[config.mk]
export PLATFORM = sky130hd
export DESIGN_NAME = pipe_stage_reg
export DESIGN_NICKNAME = d
export VERILOG_FILES = /design/src/rtl/pipe_stage_reg_pkg.sv /design/src/rtl/pipe_stage_reg_sat_counter.sv /design/src/rtl/pipe_stage_reg.sv
export SDC_FILE = /design/constraint.sdc
export NUM_CORES = 1
export LEC_CHECK = 0
export BUFFER_PORTS_ARGS = -buffer_cell sky130_fd_sc_hd__buf_2
export CORE_MARGIN = 1.5
export CORE_UTILIZATION = 49
export CTS_CLUSTER_DIAMETER = 200
export DETAILED_ROUTE_END_ITERATION = 10
export MAX_ROUTING_LAYER = met4
export PLACE_DENSITY = 0.78
export SETUP_SLACK_MARGIN = 0.2
export SYNTH_ARGS = -nofsm -noshare
export SYNTH_HDL_FRONTEND = slang
export SYNTH_SLANG_ARGS = --single-unit
[constraint.sdc]
create_clock -name clk -period 2.3 [get_ports clk]
set_input_delay 0.23 -clock clk [delete_from_list [all_inputs] [get_ports clk]]
set_output_delay 0.23 -clock clk [all_outputs]
set_load 0.005 [all_outputs]
[src/rtl/pipe_stage_reg_pkg.sv]
// Shared pipeline definitions: stage occupancy encoding and the NOP payload.
package pipe_stage_reg_pkg;

  typedef enum logic [1:0] {
    ST_EMPTY = 2'd0,
    ST_ONE   = 2'd1,
    ST_FULL  = 2'd2
  } stage_state_t;

  // Payload presented by an empty stage; wide enough for any legal WIDTH.
  localparam logic [63:0] NOP_VAL = 64'd0;

endpackage

[src/rtl/pipe_stage_reg_sat_counter.sv]
// Saturating up-counter: counts inc cycles, sticks at all-ones.
// Latency 1 cycle from inc to count; no backpressure.
module sat_counter #(
  parameter int CNT_W = 16
) (
  input  logic             clk,
  input  logic             reset,
  input  logic             inc,
  output logic [CNT_W-1:0] count
);

  always_ff @(posedge clk or posedge reset) begin
    if (reset) begin
      count <= '0;
    end else if (inc && (count != {CNT_W{1'b1}})) begin
      count <= count + 1'b1;
    end
  end

endmodule

[src/rtl/pipe_stage_reg.sv]
// Two-entry skid pipeline register with flush and stall counter.
// Latency 1 cycle; in_ready/out_valid come straight from state, so out_ready never reaches in_ready.
module pipe_stage_reg
  import pipe_stage_reg_pkg::*;
#(
  parameter int               WIDTH     = 32,
  parameter logic [WIDTH-1:0] RESET_VAL = WIDTH'(NOP_VAL),
  parameter int               CNT_W     = 16
) (
  input  logic             clk,
  input  logic             reset,
  input  logic             flush,
  input  logic             in_valid,
  output logic             in_ready,
  input  logic [WIDTH-1:0] in_data,
  output logic             out_valid,
  input  logic             out_ready,
  output logic [WIDTH-1:0] out_data,
  output logic [CNT_W-1:0] stall_cnt
);

  stage_state_t     state, state_nxt;
  logic [WIDTH-1:0] main_q, main_nxt;
  logic [WIDTH-1:0] skid_q, skid_nxt;
  logic             in_fire, out_fire;

  assign out_valid = (state != ST_EMPTY);
  assign in_ready  = (state != ST_FULL);
  assign out_data  = main_q;
  assign in_fire   = in_valid & in_ready;
  assign out_fire  = out_valid & out_ready;

  always_comb begin
    state_nxt = state;
    main_nxt  = main_q;
    skid_nxt  = skid_q;
    unique case (state)
      ST_EMPTY: begin
        if (in_fire) begin
          state_nxt = ST_ONE;
          main_nxt  = in_data;
        end
      end
      ST_ONE: begin
        if (in_fire && out_fire) begin
          main_nxt = in_data;
        end else if (in_fire) begin
          state_nxt = ST_FULL;
          skid_nxt  = in_data;
        end else if (out_fire) begin
          // Reload NOP so an empty stage always shows RESET_VAL.
          state_nxt = ST_EMPTY;
          main_nxt  = RESET_VAL;
        end
      end
      ST_FULL: begin
        if (out_fire) begin
          state_nxt = ST_ONE;
          main_nxt  = skid_q;
          skid_nxt  = RESET_VAL;
        end
      end
      default: begin
        state_nxt = ST_EMPTY;
        main_nxt  = RESET_VAL;
        skid_nxt  = RESET_VAL;
      end
    endcase
    if (flush) begin
      state_nxt = ST_EMPTY;
      main_nxt  = RESET_VAL;
      skid_nxt  = RESET_VAL;
    end
  end

  always_ff @(posedge clk or posedge reset) begin
    if (reset) begin
      state  <= ST_EMPTY;
      main_q <= RESET_VAL;
      skid_q <= RESET_VAL;
    end else begin
      state  <= state_nxt;
      main_q <= main_nxt;
      skid_q <= skid_nxt;
    end
  end

  sat_counter #(
    .CNT_W (CNT_W)
  ) u_stall_cnt (
    .clk   (clk),
    .reset (reset),
    .inc   (out_valid & ~out_ready),
    .count (stall_cnt)
  );

endmodule

## Word-level counts from Yosys, hierarchy flattened

Cells that the tools add are included.

| word-level totals | value |
|---|---|
| output and inout port bits | 50 |
| bits in registers | 82 |
| logic and storage cells | 45 |
| input port bits | 37 |

| cells by class | value |
|---|---|
| add/subtract/negate cells | 1 |
| bitwise logic cells | 4 |
| reductions and logical operators | 7 |
| multiplexer cells | 17 |
| equal/unequal tests | 12 |

Operators by type and width:

| cell | count |
|---|---|
| 32-bit 2-to-1 mux | 8 |
| 32-bit case mux with 3 select lines | 2 |
| 16-bit by 1-bit adder with 16-bit output (second input constant) | 1 |
| 16-bit inequality test (second input constant) | 1 |
| 2-bit 2-to-1 mux | 6 |
| 3-bit inequality test (second input constant) | 4 |
| 4-bit inequality test (second input constant) | 3 |
| 4-bit AND reduction | 3 |
| 2-bit case mux with 3 select lines | 1 |
| 2-bit inequality test (second input constant) | 2 |
| 1-bit AND | 3 |
| 2-bit by 1-bit equality test with 1-bit output (second input constant) | 1 |
| 2-bit equality test (second input constant) | 1 |
| 1-bit logical AND | 2 |
| 2-bit zero test | 1 |
| 2-bit nonzero test | 1 |
| 1-bit inverter | 1 |

## Longest topological paths before layout

Gate-level depths: netlist of the first run.

| depth | value |
|---|---|
| depth after elaboration | 7 |
| gate-level depth with buffers | 7 |
| mapped depth without buffers | 5 |

## Cells and area by module

From an unflattened synthesis of the first run, not the netlist that was laid out.

| unflattened totals | value |
|---|---|
| cells, all modules | 377 |
| area total of the unflattened synthesis | 4171.5 µm² |

Modules (own cells, without submodules):

| module | sequential area each (µm²) | cells each | area an instance (µm²) | times used |
|---|---|---|---|---|
| pipe_stage_reg | 1651.6 | 306 | 3365.7 | 1 |
| sat_counter | 400.4 | 71 | 805.8 | 1 |

## Least setup slack after synthesis of the first run

No wires, ideal clock.

| path | value |
|---|---|
| path type | reg2reg |
| start | reg u_stall_cnt.count[0] |
| end | reg u_stall_cnt.count[1] |
| clock period less this slack | 1.630 ns |
| slack | 0.670 ns |
| setup time | 0.125 ns |
| arrival time | 1.505 ns |
| required time | 2.175 ns |
| path buffers | 0 |
| stages on the path, launching flop included | 6 |
| path through | dfrtp_1 > ha_1 > nand3_1 > nor4_4 > a31oi_2 > mux2_4 |

| on the way | value |
|---|---|
| word-level cells in the longest chain between the ends | 2 |
| elaborated cells between the ends (all ways) | 3 |
| classes of those cells | add/sub (1); eq/ne (1); reduce/logical (1) |

Ends and longest elaborated chain:

| what | RTL line | text |
|---|---|---|
| start, declared | pipe_stage_reg_sat_counter.sv:9 | `output logic [CNT_W-1:0] count` |
| start signal, assigned | pipe_stage_reg_sat_counter.sv:16 | `count <= count + 1'b1;` |
| branches (longest 2 deep; another with 16-bit by 1-bit adder with 16-bit output) | n/a |  |

Several ways; the timed one is not identified.
A chain may end at the register's enable or synchronous reset.

## Final worst setup path of the first run

Ends and elaborated chain as after synthesis.

==> metrics.yaml, run 1 <==
grt_overflow: 0
area.growth.synth_to_final_pct: 20.0
cts_tree: "yes"
path_depth: 5
max_stage_delay_ns: 0.43
clock_latency_ns: 0.34
final_cell_mix: "86 x buf_2, 82 x dfrtp_1, 37 x nand2_1"
viasPerCell: 5.48
status: "completed"
whs_path_depth: 3
drive_gt1_share_pct: 29.8
synthesis.nets: 387
grt_pass1_vias: 3011
fin_nets: 474
synth.distinct_cells: 41
path_clk_slew_ns: 0.08
routedWlPerCell_um: 15.9
grt_max_degree: 41
antenna_found_initial: 0
clockRootBuffer: "clkbuf_8"
required_ns: 2.52
fin_skew_ns: 0.00958
async_flop_share_pct: 100
dr.first_iter.drc_count: 130
grt_pass1_wl_um: 14400
hold_viol: 0
n_antenna_cell: 0
synthFlopType: "dfrtp_1"
maxCapViolations: 0
start_kind: "flip-flop"
peakVddDrop_mv: 0.493
design.core.area_mm2: 0.00765
place_hpwl_um: 5800
synth_area_mm2: 0.00384
postLayoutCoreUtil_pct: 60.3
vias: 2967
worstPathMaxFanout: 5
critical_path_class: "flip-flop to flip-flop"
die_area_mm2: 0.00838
p_leak_nw: 2.25
synth_edf_count: 0
yosysSeqAreaShare_pct: 53.4
core.rowCount: 32
die_w_um: 91.6
grt.total_usage_pct: 22.4
setup_viol: 0
synth_seq_cells: 82
final_common_cell: "buf_2"
slew_violations: 0
initial_utilization_pct: 50.2
drt_wl_total_um: 8620
slowest_stage: "dfrtp_1"
rr_worst_depth: 5
finalCriticalPeriod_ns: 1.79
cts_inserted_buffers: 9
drt.antenna.violating_nets: 0
place.gp.congestion: 0.778
crit_arrival_ns: 2.01
drc: 0
rsz0062_at_grt: "false"
fillers: 657
clock.fmax_mhz: 560
io_pins: 87
chipHeight_um: 91.6
crit_family: "simple AND/OR/NAND/NOR gates"
worst_pin_slew_ns: 0.714
clock-sinks: 82
timing.hold.ws_ns: 0.129
timing.max_slew.rel_slack_pct: 51.9
avgSynthCellArea_um2: 11.0
drt_first_pass_iters: 4
fin_crit_sh_pct: 77.7
path_cells: "ha_1 -> nand3_1 -> nor4_4 -> a31oi_2 -> mux2_4"
hp-class: "primary input to flip-flop"
powerDensity_mw_per_mm2: 683
port_buffers: 86
ctsLongestPathBuffers: 2
yosys_warnings: 0
cp-end-kind: "flip-flop"
cts_resized: 0
path_buf_inv: 0
cts_max_level: 3
fin_tns_setup_ns: 0
syn_inst: 349
worst min-delay path, stage by stage:
cell and delay [ns]:
buf_2 0.10, nand2_1 0.05, mux2i_1 0.05
worst paths after layout:
check | startpoint | end | slack, ns
max reg2reg | u_stall_cnt.count[0] | u_stall_cnt.count[1] | 0.51
max | u_stall_cnt.count[0] | u_stall_cnt.count[1] | 0.51
min reg2reg | out_data[30] | out_data[30] | 0.49
max in group asynchronous | reset | skid_q[31] | 1.15
min in group asynchronous | reset | u_stall_cnt.count[5] | 0.53
min | in_data[11] | skid_q[11] | 0.13
registers in the layout, summed over array words and instances (netlist names):
| register | flops |
|---|---|
| out_data | 32 |
| skid_q | 32 |
| u_stall_cnt.count | 16 |
| state | 2 |
final cells by class:
class                      count  area (µm²)  share of cell area (%)
sequential                    82        2050                    44.5
multi-input combinational    208        1550                    33.6
timing repair buffer          99         568                    12.3
clock buffer                  12         165                    3.58
inverter                      36         139                    3.01
tap                          102         128                    2.77
clock inverter                 2        12.5                   0.271
timing repair:
item                                   in CTS  in global routing
hold buffers                                1                  0
buffers inserted                            0                  0
endpoints found under the hold margin      18                  0
metal layers:
metal  vias up  GRT usage, %  part of all wire (%)
li1       1399             -                     -
met1      1482          28.9                    46
met2        76          35.9                    49
met3        10          3.18                   3.9
met4         0          8.33                   1.1
met5         -             -                     0
per-stage QoR:
stage | setup slack [ns] | total power [mW] | instance area (µm²) | std cells
floorplan | 0.670 | 1.98 | 3850 | 349
global placement | 0.595 | 2.20 | 4420 | 526
detailed placement | 0.528 | 2.22 | 4420 | 526
CTS | 0.516 | 3.19 | 4610 | 541
global route | 0.390 | 3.30 | 4610 | 541
finish | 0.513 | 3.15 | 4610 | 541
synth_stat cells, types with 2 or more instances:
master	number	area [µm²]
nand3_1	5	25.0
and3_1	2	12.5
or2_2	2	12.5
buf_6	2	22.5
xor2_1	5	43.8
buf_2	10	50.1
nand2_1	37	139
xnor2_1	6	52.6
a41oi_1	2	17.5
nor3_1	4	20.0
nor4_1	2	12.5
a22oi_1	32	240
clkbuf_1	8	30.0
inv_1	36	135
buf_1	2	7.51
nor2_1	11	41.3
nand4_1	5	31.3
o2bb2ai_1	33	289
mux2i_1	34	340
dfrtp_1	82	2050
a21oi_1	6	30.0
nor2b_1	4	25.0
report_power, final:
| group | internal [mW] | leakage [nW] | switching [mW] |
|---|---|---|---|
| Sequential | 1.55 | 1.10 | 0.117 |
| Combinational | 0.239 | 1.06 | 0.279 |
| Clock | 0.468 | 0.0903 | 0.494 |
cell families after synthesis:
family / share of synthesized area [%]
AOI/OAI and AO/OA: 16.1
and+or+nand+nor: 11.4
adders and majority gates: 0.326
DFF: 53.4
buffers and inverters: 6.74
muxes: 9.54
xor gates and xnor gates: 2.51
Power figures use the tool's default switching activity.
==> inputs of run 2 (changes only) <==
ABC_AREA = 1   (was default)
CORE_UTILIZATION = 50   (was 49)
PLACE_DENSITY = 0.79   (was 0.78)
clock period = 1.6 ns   (was 2.3 ns; I/O delays follow)
==> run 2 against run 1 <==
  * First-iteration DRC count grew to 3.2 times the previous value
  * Non-clock buffer count is 42 higher
  * Total power is 89% higher
  * Critical path type is now flip-flop to primary output
  * Via count is 54% higher
  * Wire length is 46% higher
  * Critical endpoint is now in_ready
  * Sequential share of layout area is 8.6 points lower
  * Count of clock-buffer cells in the layout is 3 lower
  * Global-route usage is 6.3 points higher
  * Combinational power grew to 3.4 times the previous value
==> metrics.yaml, run 2 <==
peakVddDrop_mv: 0.858  # +74%
pre_cts_slack_ns: 0.0857  # -0.442 ns
critical_path_class: "flip-flop to primary output"
worstPathMaxFanout: 3  # -2
yosysMostFrequentCell: "nand2_1"
grt_max_degree: 67  # +63%
yosys.area.top_type: "dfrtp_1"
path_clk_slew_ns: 0.10  # +0.02 ns
synth-compound-area-share_pct: 5.68  # -10 points
p_leak_nw: 2.95  # +31%
setup_slack_ns: 0.0755  # -0.438 ns
die_area_mm2: 0.00921  # +9.8%
n_antenna_cell: 0  # unchanged
synthFlopType: "dfrtp_1"
cts_max_level: 3  # unchanged
fin_crit_sh_pct: 95.3
routedWlPerCell_um: 15.5  # -2.9%
timing.max_slew.rel_slack_pct: 64.2  # +12 points
grt_pass1_wl_um: 19700  # +37%
syn_inst: 585  # +68%
yosysSeqAreaShare_pct: 47.5  # -5.9 points
yosys-top-cells-area: "dfrtp_1 47%, nand2_1 20%, nand3_1 14%, o21ai_0 5.0%, inv_1 1.8%"
setup_viol: 0  # unchanged
synth_edf_count: 0  # unchanged
reg2reg_from: "state[1]"
crit_arrival_ns: 1.36  # -0.65 ns
ctsLongestPathBuffers: 2  # unchanged
chipHeight_um: 96.0  # +4.8%
grt_pass1_vias: 4254  # +41%
hold_viol: 0  # unchanged
total_power_mw: 5.94  # +89%
async_flop_share_pct: 100  # unchanged
core.rowCount: 33  # +3.1%
antenna_found_initial: 0  # unchanged
initial_utilization_pct: 52.1  # +1.8 points
synth_top_family_by_area: "simple AND/OR/NAND/NOR gates"
synth_seq_cells: 82  # unchanged
avgSynthCellArea_um2: 7.39  # -33%
grt_overflow: 0  # unchanged
dr.first_iter.drc_count: 416  # +220%
design.core.area_mm2: 0.00830  # +8.5%
place.gp.congestion: 0.826  # +6.1%
ys_top_cells_by_count: "231 x nand2_1, 124 x nand3_1, 82 x dfrtp_1"
maxCapViolations: 0  # unchanged
fillers: 669  # +1.8%
synth_fa_ha_area_share_pct: 0.290  # -0.036 points
finalNonFillerCells: 813  # +50%
hp-class: "primary input to flip-flop"
place_inst: 776  # +48%
slew_violations: 0  # unchanged
cts_tree: "yes"
drt_wl_total_um: 12600  # +46%
final_common_cell: "nand2_1"
final_cell_mix: "216 x nand2_1, 124 x nand3_1, 86 x buf_2"
synth_mux_area_share_pct: 0  # -9.5 points
drt_first_pass_iters: 5  # +1
fin_nets: 741  # +56%
yosysTopAreaCellShare_pct: 47.5  # -5.9 points
drt.antenna.violating_nets: 0  # unchanged
viasPerCell: 5.61  # +2.2%
clock_latency_ns: 0.36  # +0.02 ns
synthesis.nets: 623  # +61%
start_kind: "flip-flop"
port_buffers: 86  # unchanged
holdCritStartpoint: "in_data[17]"
rsz0062_at_grt: "true"
synth_area_mm2: 0.00432  # +12%
powerDensity_mw_per_mm2: 1040  # +52%
yosys_warnings: 0  # unchanged
clock.fmax_mhz: 656
drive_gt1_share_pct: 29.4  # -0.46 points
fin_tns_setup_ns: 0  # unchanged
cts_inserted_buffers: 9  # unchanged
status: "completed"
clock-sinks: 82  # unchanged
required_ns: 1.44  # -1.08 ns
cp-end-kind: "primary output"
area.growth.synth_to_final_pct: 32.6
synth_xor_area_share_pct: 1.42  # -1.1 points
place_hpwl_um: 7500  # +29%
synth.distinct_cells: 28  # -32%
worst_pin_slew_ns: 0.535  # -0.179 ns
finalCriticalPeriod_ns: 1.52
grt.total_usage_pct: 28.7  # +6.3 points
io_pins: 87  # unchanged
drc: 0  # unchanged
startpoint: "state[1]"
yosys.area_share.simple_pct: 38.8  # +27 points
vias: 4558  # +54%
clockRootBuffer: "clkbuf_8"
die_w_um: 96.0  # +4.8%
fin_skew_ns: 0.0119  # +0.00229 ns
## run 2: cells by family after synthesis
kind of cell / Yosys count
simple gates: 388
flops: 82
buf+inv: 61
compound gates: 46
xor+xnor: 7
fa+ha+maj: 1
## run 2: path summary, 6_finish.rpt
path	slack (ns)	cells past startpoint	to
setup / recovery	0.08	5	in_ready
hold / removal	0.09	3	skid_q[17]
setup reg to reg	0.10	9	out_data[27]
hold reg to reg	0.48	2	out_data[4]
max in group asynchronous	0.64	4	state[0]
min in group asynchronous	0.39	3	skid_q[26]
## run 2: report_power, final
part | switching, mW | internal [mW]
Combinational | 0.994 | 0.770
Sequential | 0.161 | 2.31
Clock | 0.818 | 0.893
## run 2: cell type report
cell class	count	area, µm²	share of cell area [%]
Timing Repair inverter	1	7.51	0.131
Multi-Input combinational cell	442	2120	37.1
Timing Repair Buffer	141	1070	18.7
Tap cell	105	131	2.29
Clock inverter	7	98.8	1.72
Sequential cell	82	2060	35.9
Clock buffer	9	124	2.16
Inverter	26	118	2.05
## run 2: worst max-delay path, cell delays in order (launching register included)
cell and delay (ns):
dfrtp_1 0.41, inv_2 0.09, nor2_4 0.17, buf_12 0.13, clkinvlp_4 0.08, buf_2 0.13
## run 2: through the flow
| step | util, % | hold slack, ns | area, µm² |
|---|---|---|---|
| final | 69.0 | 0.0919 | 5730 |
| after detailed placement | 61.4 | 0.233 | 5100 |
| after floorplan | - | 0.320 | 4340 |
| after global placement | 61.4 | 0.235 | 5100 |
| after global routing | 69.0 | 0.0866 | 5730 |
| after CTS | 67.1 | 0.0790 | 5570 |
## run 2: timing repair
| action | CTS | global route |
|---|---|---|
| cloned | 3 | 1 |
| buffers inserted | 15 | 1 |
| pin swaps | 7 | 12 |
| hold buffers | 1 | 0 |
| hold endpoints to repair | 20 | 0 |
| resized for setup | 19 | 54 |
| setup endpoints to repair | 56 | 82 |
## run 2: routing by layer
layer	GRT usage (%)	share of wire [%]	up-vias
met5	-	0	-
met3	4.74	7.2	49
met2	46.2	49	221
met4	16.7	3.8	0
li1	-	-	2135
met1	33.9	40	2153
